===== src/rtl/life_pkg.sv =====
// rtl/life_pkg.sv - shared defaults, state type and helpers for the life writeback stage
package life_pkg;

    localparam int WORD_SIZE      = 32;
    localparam int LOG_WORD_SIZE  = $clog2(WORD_SIZE);
    localparam int BOARD_SIZE     = 64;
    localparam int LOG_BOARD_SIZE = $clog2(BOARD_SIZE);
    localparam int LOG_MAX_ADDR   = 12;
    localparam int NUM_PE         = 2;
    localparam int MAX_PE         = 64;

    typedef enum logic {
        WB_IDLE = 1'b0,
        WB_RUN  = 1'b1
    } wb_state_t;

    function automatic int bank_words(input int board_size, input int word_size);
        return (board_size * board_size) / word_size;
    endfunction

    // Callers zero-extend their NUM_PE-bit beat to MAX_PE bits.
    function automatic logic [7:0] popcount(input logic [MAX_PE-1:0] v);
        logic [7:0] c;
        c = 8'd0;
        for (int i = 0; i < MAX_PE; i++) begin
            c = c + {7'd0, v[i]};
        end
        return c;
    endfunction

endpackage


===== src/rtl/life_word_packer.sv =====
// rtl/life_word_packer.sv - packs NUM_PE-cell beats MSB-first into words, flags each completed word
module life_word_packer
    import life_pkg::*;
#(
    parameter int WORD_SIZE = life_pkg::WORD_SIZE,
    parameter int NUM_PE    = life_pkg::NUM_PE
) (
    input  logic                 clk_in,
    input  logic                 rst_n_in,
    input  logic                 clear_in,
    input  logic                 beat_in,
    input  logic [NUM_PE-1:0]    state_in,
    output logic                 word_done_out,
    output logic [WORD_SIZE-1:0] word_out
);

    localparam int BEATS = WORD_SIZE / NUM_PE;
    localparam int CNT_W = (BEATS > 1) ? $clog2(BEATS) : 1;

    logic [CNT_W-1:0] r_cnt;
    logic             w_last_beat;

    assign w_last_beat   = (r_cnt == CNT_W'(BEATS - 1));
    assign word_done_out = beat_in && w_last_beat;

    always_ff @(posedge clk_in) begin
        if (!rst_n_in || clear_in) begin
            r_cnt <= '0;
        end else if (beat_in) begin
            r_cnt <= w_last_beat ? '0 : r_cnt + 1'b1;
        end
    end

    // The word seen downstream already includes the beat being accepted now.
    generate
        if (NUM_PE < WORD_SIZE) begin : g_shift
            logic [WORD_SIZE-NUM_PE-1:0] r_shift;

            assign word_out = {r_shift, state_in};

            always_ff @(posedge clk_in) begin
                if (!rst_n_in || clear_in) begin
                    r_shift <= '0;
                end else if (beat_in) begin
                    r_shift <= word_out[WORD_SIZE-NUM_PE-1:0];
                end
            end
        end else begin : g_direct
            assign word_out = state_in;
        end
    endgenerate

endmodule


===== src/rtl/life_writeback_pp.sv =====
// rtl/life_writeback_pp.sv - ping-pong bank writeback with population count and overrun flag
module life_writeback_pp
    import life_pkg::*;
#(
    parameter int WORD_SIZE    = life_pkg::WORD_SIZE,
    parameter int NUM_PE       = life_pkg::NUM_PE,
    parameter int BOARD_SIZE   = life_pkg::BOARD_SIZE,
    parameter int LOG_MAX_ADDR = life_pkg::LOG_MAX_ADDR,
    parameter int POP_W        = LOG_MAX_ADDR + $clog2(WORD_SIZE) + 1
) (
    input  logic                    clk_in,
    input  logic                    rst_n_in,
    input  logic                    start_in,
    input  logic                    bank_in,
    input  logic                    valid_in,
    input  logic [NUM_PE-1:0]       state_in,
    output logic                    wr_en_out,
    output logic [LOG_MAX_ADDR-1:0] addr_w_out,
    output logic [WORD_SIZE-1:0]    data_w_out,
    output logic                    busy_out,
    output logic                    done_out,
    output logic [POP_W-1:0]        population_out,
    output logic                    err_out
);

    localparam int BANK_WORDS = bank_words(BOARD_SIZE, WORD_SIZE);

    wb_state_t               r_state;
    logic [LOG_MAX_ADDR-1:0] r_base;
    logic [LOG_MAX_ADDR-1:0] r_idx;
    logic                    r_wr_en;
    logic [LOG_MAX_ADDR-1:0] r_addr;
    logic [WORD_SIZE-1:0]    r_data;
    logic                    r_last;
    logic                    r_done;
    logic [POP_W-1:0]        r_pop;
    logic                    r_err;

    logic                    w_busy;
    logic                    w_beat;
    logic                    w_word_done;
    logic [WORD_SIZE-1:0]    w_word;
    logic [7:0]              w_beat_pop;

    assign w_busy     = (r_state == WB_RUN);
    // A start in the same cycle discards the beat, including one that would finish a word.
    assign w_beat     = valid_in && w_busy && !start_in;
    assign w_beat_pop = popcount(MAX_PE'(state_in));

    life_word_packer #(
        .WORD_SIZE (WORD_SIZE),
        .NUM_PE    (NUM_PE)
    ) u_packer (
        .clk_in        (clk_in),
        .rst_n_in      (rst_n_in),
        .clear_in      (start_in),
        .beat_in       (w_beat),
        .state_in      (state_in),
        .word_done_out (w_word_done),
        .word_out      (w_word)
    );

    always_ff @(posedge clk_in) begin
        if (!rst_n_in) begin
            r_state <= WB_IDLE;
            r_base  <= '0;
            r_idx   <= '0;
            r_wr_en <= 1'b0;
            r_addr  <= '0;
            r_data  <= '0;
            r_last  <= 1'b0;
            r_done  <= 1'b0;
            r_pop   <= '0;
            r_err   <= 1'b0;
        end else begin
            r_wr_en <= 1'b0;
            r_last  <= 1'b0;
            r_done  <= r_last;
            if (start_in) begin
                r_state <= WB_RUN;
                r_base  <= bank_in ? LOG_MAX_ADDR'(BANK_WORDS) : '0;
                r_idx   <= '0;
                r_done  <= 1'b0;
                r_pop   <= '0;
                r_err   <= 1'b0;
            end else begin
                if (valid_in && !w_busy) begin
                    r_err <= 1'b1;
                end
                if (w_beat) begin
                    r_pop <= r_pop + POP_W'(w_beat_pop);
                end
                if (w_word_done) begin
                    r_wr_en <= 1'b1;
                    r_data  <= w_word;
                    r_addr  <= r_base + r_idx;
                    r_idx   <= r_idx + 1'b1;
                    if (r_idx == LOG_MAX_ADDR'(BANK_WORDS - 1)) begin
                        r_state <= WB_IDLE;
                        r_last  <= 1'b1;
                    end
                end
            end
        end
    end

    assign wr_en_out      = r_wr_en;
    assign addr_w_out     = r_addr;
    assign data_w_out     = r_data;
    assign busy_out       = w_busy;
    assign done_out       = r_done;
    assign population_out = r_pop;
    assign err_out        = r_err;

endmodule


===== config.mk =====
export PLATFORM = sky130hd
export DESIGN_NAME = life_writeback_pp
export DESIGN_NICKNAME = d
export VERILOG_FILES = /design/src/rtl/life_pkg.sv /design/src/rtl/life_word_packer.sv /design/src/rtl/life_writeback_pp.sv
export SDC_FILE = /design/constraint.sdc
export NUM_CORES = 1
export LEC_CHECK = 0
export CORE_MARGIN = 1
export CORE_UTILIZATION = 45
export CTS_CLUSTER_SIZE = 12
export DETAILED_ROUTE_END_ITERATION = 10
export GPL_TIMING_DRIVEN = 0
export PLACE_DENSITY = 0.83
export SLEW_MARGIN = 10
export SYNTH_ARGS = -nofsm -noshare
export SYNTH_HDL_FRONTEND = slang
export SYNTH_HIERARCHICAL = 1
export SYNTH_SLANG_ARGS = --single-unit

===== constraint.sdc =====
create_clock -name clk_in -period 2.6 [get_ports clk_in]
set_input_delay 0.78 -clock clk_in [delete_from_list [all_inputs] [get_ports clk_in]]
set_output_delay 0.78 -clock clk_in [all_outputs]
set_load 0.05 [all_outputs]

==> reports/qor.yml <==
sta:
  max_freq_mhz: 394.3
  hold_viol: 0
  final-setup-viol-count: 0
  slew_headroom: 0.6518
  fin_tns_setup_ps: 0
  layout_min_cycle_time_ps: 2536
  fin_ws_ps: 63.72
  fin_crit_sh: 0.9755
  tightest_slew_ps: 520.7
  finClkSkew_ps: 10.26
  rsz0062_at_grt: "false"
  fin_hold_ws_ps: 418.6
  drv_slew: 0
power_and_ir_drop:
  sw_frac_of_total: 0.2169
  net-switching-power_uw: 890.7
  internal_power_uw: 3216
  power_frac_seq: 0.428
  clockPowerShare: 0.544
  p_leak_uw: 0.002265
  power_frac_comb: 0.028
  p_total_uw: 4106
  peakVddDrop_mv: 0.3732
  pwr_density_cell_nw_per_um2: 667.1
yosys:
  yosysTopAreaCell: "dfxtp_1"
  synth_nets: 512
  yosysUniqueCellTypes: 48
  ys_ff_latch: 114
  synth_area_leaders: "dfxtp_1 (49%), nand2_1 (8.0%), mux2i_1 (7.4%), a21boi_0 (5.4%), nor2_1 (4.6%)"
  yosys_warnings: 6
  avgSynthCellArea_sq_um: 9.252
  synthFlopType: "dfxtp_1"
  synth-async-reset-ratio: 0
  yosys.area.top_type_share: 0.4943
  syn_inst: 499
  synth_edf_count: 0
  yosysSeqAreaShare: 0.4943
  syn-cell-area_sq_um: 4617
cts:
  path_clk_slew_ps: 50
  numCtsBuffers: 17
  cts_root_buffer: "clkbuf_8"
  hold_buffers: 0
  cts_tree: "yes"
  cts_buffer_depth: 2
  clk_latency_ps: 520
  ctsHtreeMaxLevel: 4
  clock-sinks: 114
floorplanning:
  dieHeight_um: 103.3
  rows: 36
  initial_utilization: 0.4680
  design.die.area_sq_um: 10670
  coreArea_sq_um: 9864
  io_pins: 73
  die_w_um: 103.3
worst_setup_path:
  rr_startpoint: "busy_out"
  cp_max_fo: 5
  required_ps: 1820
  r2r-end: "r_idx[11]"
  critPathSlowestCell: "clkdlybuf4s50_1"
  r2r_cells: 9
  worstSetupPathType: "reg2out"
  crit_buf_inv: 1
  max_stage_delay_ps: 830
  cp-end-kind: "output pin"
  path_cells: "clkdlybuf4s50_1"
  arrival_ps: 1760
  critPathLaunchType: "flip-flop"
  reg2reg_setup_slack_ps: 380
  crit_family: "buffers and inverters"
  startpoint: "population_out[5]"
grt:
  grt_antenna_before_repair: 1
  grt_pass1_wl_um: 17480
  grt_use_total: 0.2142
  grt_max_degree: 17
  gr-total-overflow: 0
  grt_pass1_vias: 3762
placement:
  post-place-ws_ps: -861.8
  place_inst: 704
  gp_congestion: 0.8612
  dpl.hpwl_um: 7236
  numPortBuffers: 72
drt:
  viasPerCell: 5.176
  dr_total_vias: 3830
  drcViolationCount: 0
  drt-initial-drc-count: 115
  wl_per_cell_um: 14.32
  postRouteAntennaNets: 0
  detail_route.first_pass.iterations: 4
  wl_um: 10590
job:
  max_cap_violations: 0
cells_and_area:
  fin_cells: 740
  fillers: 812
  areaGrowthSynthToFinish_pct: 33.33
  drive_above_1_share: 0.1139
  fin_nets: 606
worst_hold_path:
  holdPathEnd: "done_out"
  hold_class: "reg2reg"
  min_path_cells: 1
  min-delay-start: "r_last"
run_status:
  status: "completed"
==> cell usage after synthesis, types with 2 or more instances <==
master	instances
and4_1	4
xnor2_1	4
nand2b_1	3
or4_1	5
or3_1	2
mux2i_1	34
xor2_1	16
o211a_1	3
a21boi_0	33
nand3_1	13
and4b_1	2
and3_1	2
nor2b_1	4
o21ai_0	5
buf_4	4
nor2_1	56
buf_2	4
buf_6	4
a21boi_1	8
clkbuf_1	17
a31oi_1	2
buf_12	3
ha_1	5
nand2_1	98
a21oi_1	12
nor3_1	2
nand4_1	7
o31ai_1	4
dfxtp_1	114
inv_1	6
and2_1	4
buf_1	3
==> layer usage <==
metal / up-vias / GRT usage / routed length, um / part of all wire
met5: - / 0 / 0 / 0
met4: 0 / 0.09751 / 236 / 0.022
met3: 23 / 0.06519 / 485 / 0.046
met2: 89 / 0.3774 / 5434 / 0.51
met1: 1835 / 0.2376 / 4438 / 0.42
li1: 1883 / - / - / -
==> worst max path at each step <==
stage,end,depth (start not counted)
finish,population_out[5],1
global route,population_out[14],8
CTS,population_out[4],1
detailed placement,data_w_out[6],12
global placement,data_w_out[4],12
floorplan,r_idx[11],11
==> flip-flops by register name, indices dropped and copies added, names as in the netlist <==
signal	flops
r_idx	12
population_out	18
done_out	1
wr_en_out	1
err_out	1
u_packer/r_cnt	4
r_last	1
u_packer/g_shift.r_shift	30
data_w_out	32
addr_w_out	12
busy_out	1
r_base	1
==> power groups by stage <==
stage,combinational (uW),clock [uW],sequential (uW)
final,116,2230,1760
after global routing,125,2360,1760
after CTS,116,2260,1760
after detailed placement,116,0,1790
after global placement,113,0,1790
after floorplan,71.6,0,1800
==> cells in the final DEF (no fill, tap or decap), types with 5 or more instances in the layout <==
master and count:
a21boi_0 33, nor2_1 56, nand4_1 7, clkdlybuf4s50_1 63
buf_4 11, or4_1 5, a21oi_1 12, inv_1 6
buf_6 5, o21ai_0 5, dfxtp_1 114, clkbuf_16 16
nand2_1 98, xor2_1 16, nand3_1 13, clkbuf_1 10
a21boi_1 8, mux2i_1 34, dlymetal6s2s_1 5
==> stage by stage <==
step	utilization	area, sq um
floorplan	-	4624
global placement	0.5587	5512
detailed placement	0.5587	5512
CTS	0.6221	6137
global route	0.6238	6153
finish	0.6240	6156
==> timing repair <==
action	in CTS	in global routing
pin swaps	0	0
setup buffers	5	0
endpoints found under the setup margin	52	7
resized for setup	19	8
gates cloned	0	0
==> cells by family (layout without fill, tap and decap cells) <==
logic type               after synthesis  in the layout  share of synthesized area
other                                  0              1                          0
AND/OR/NAND/NOR                      211            211                     0.2092
multiplexers                          34             34                    0.07371
adder cells (fa/ha/maj)                6              6                    0.01789
flip-flops                           114            114                     0.4943
AO/OA/AOI/OAI                         73             73                     0.1122
XOR/XNOR                              20             20                    0.03794
buffers and inverters                 41            148                    0.05474
==> cell type report <==
type,count,area [sq um],share of cell area
clock buffer,20,445.4,0.07236
tap,133,166.4,0.02703
buffer,33,249.0,0.04045
clock inverter,12,131.4,0.02134
multi-input combinational,344,2091,0.3396
inverter,6,22.52,0.003659
timing repair buffer,77,765.7,0.1244
sequential,114,2282,0.3707
antenna,1,2.502,0.0004065
No activity file was read; power rests on OpenSTA's default activity.
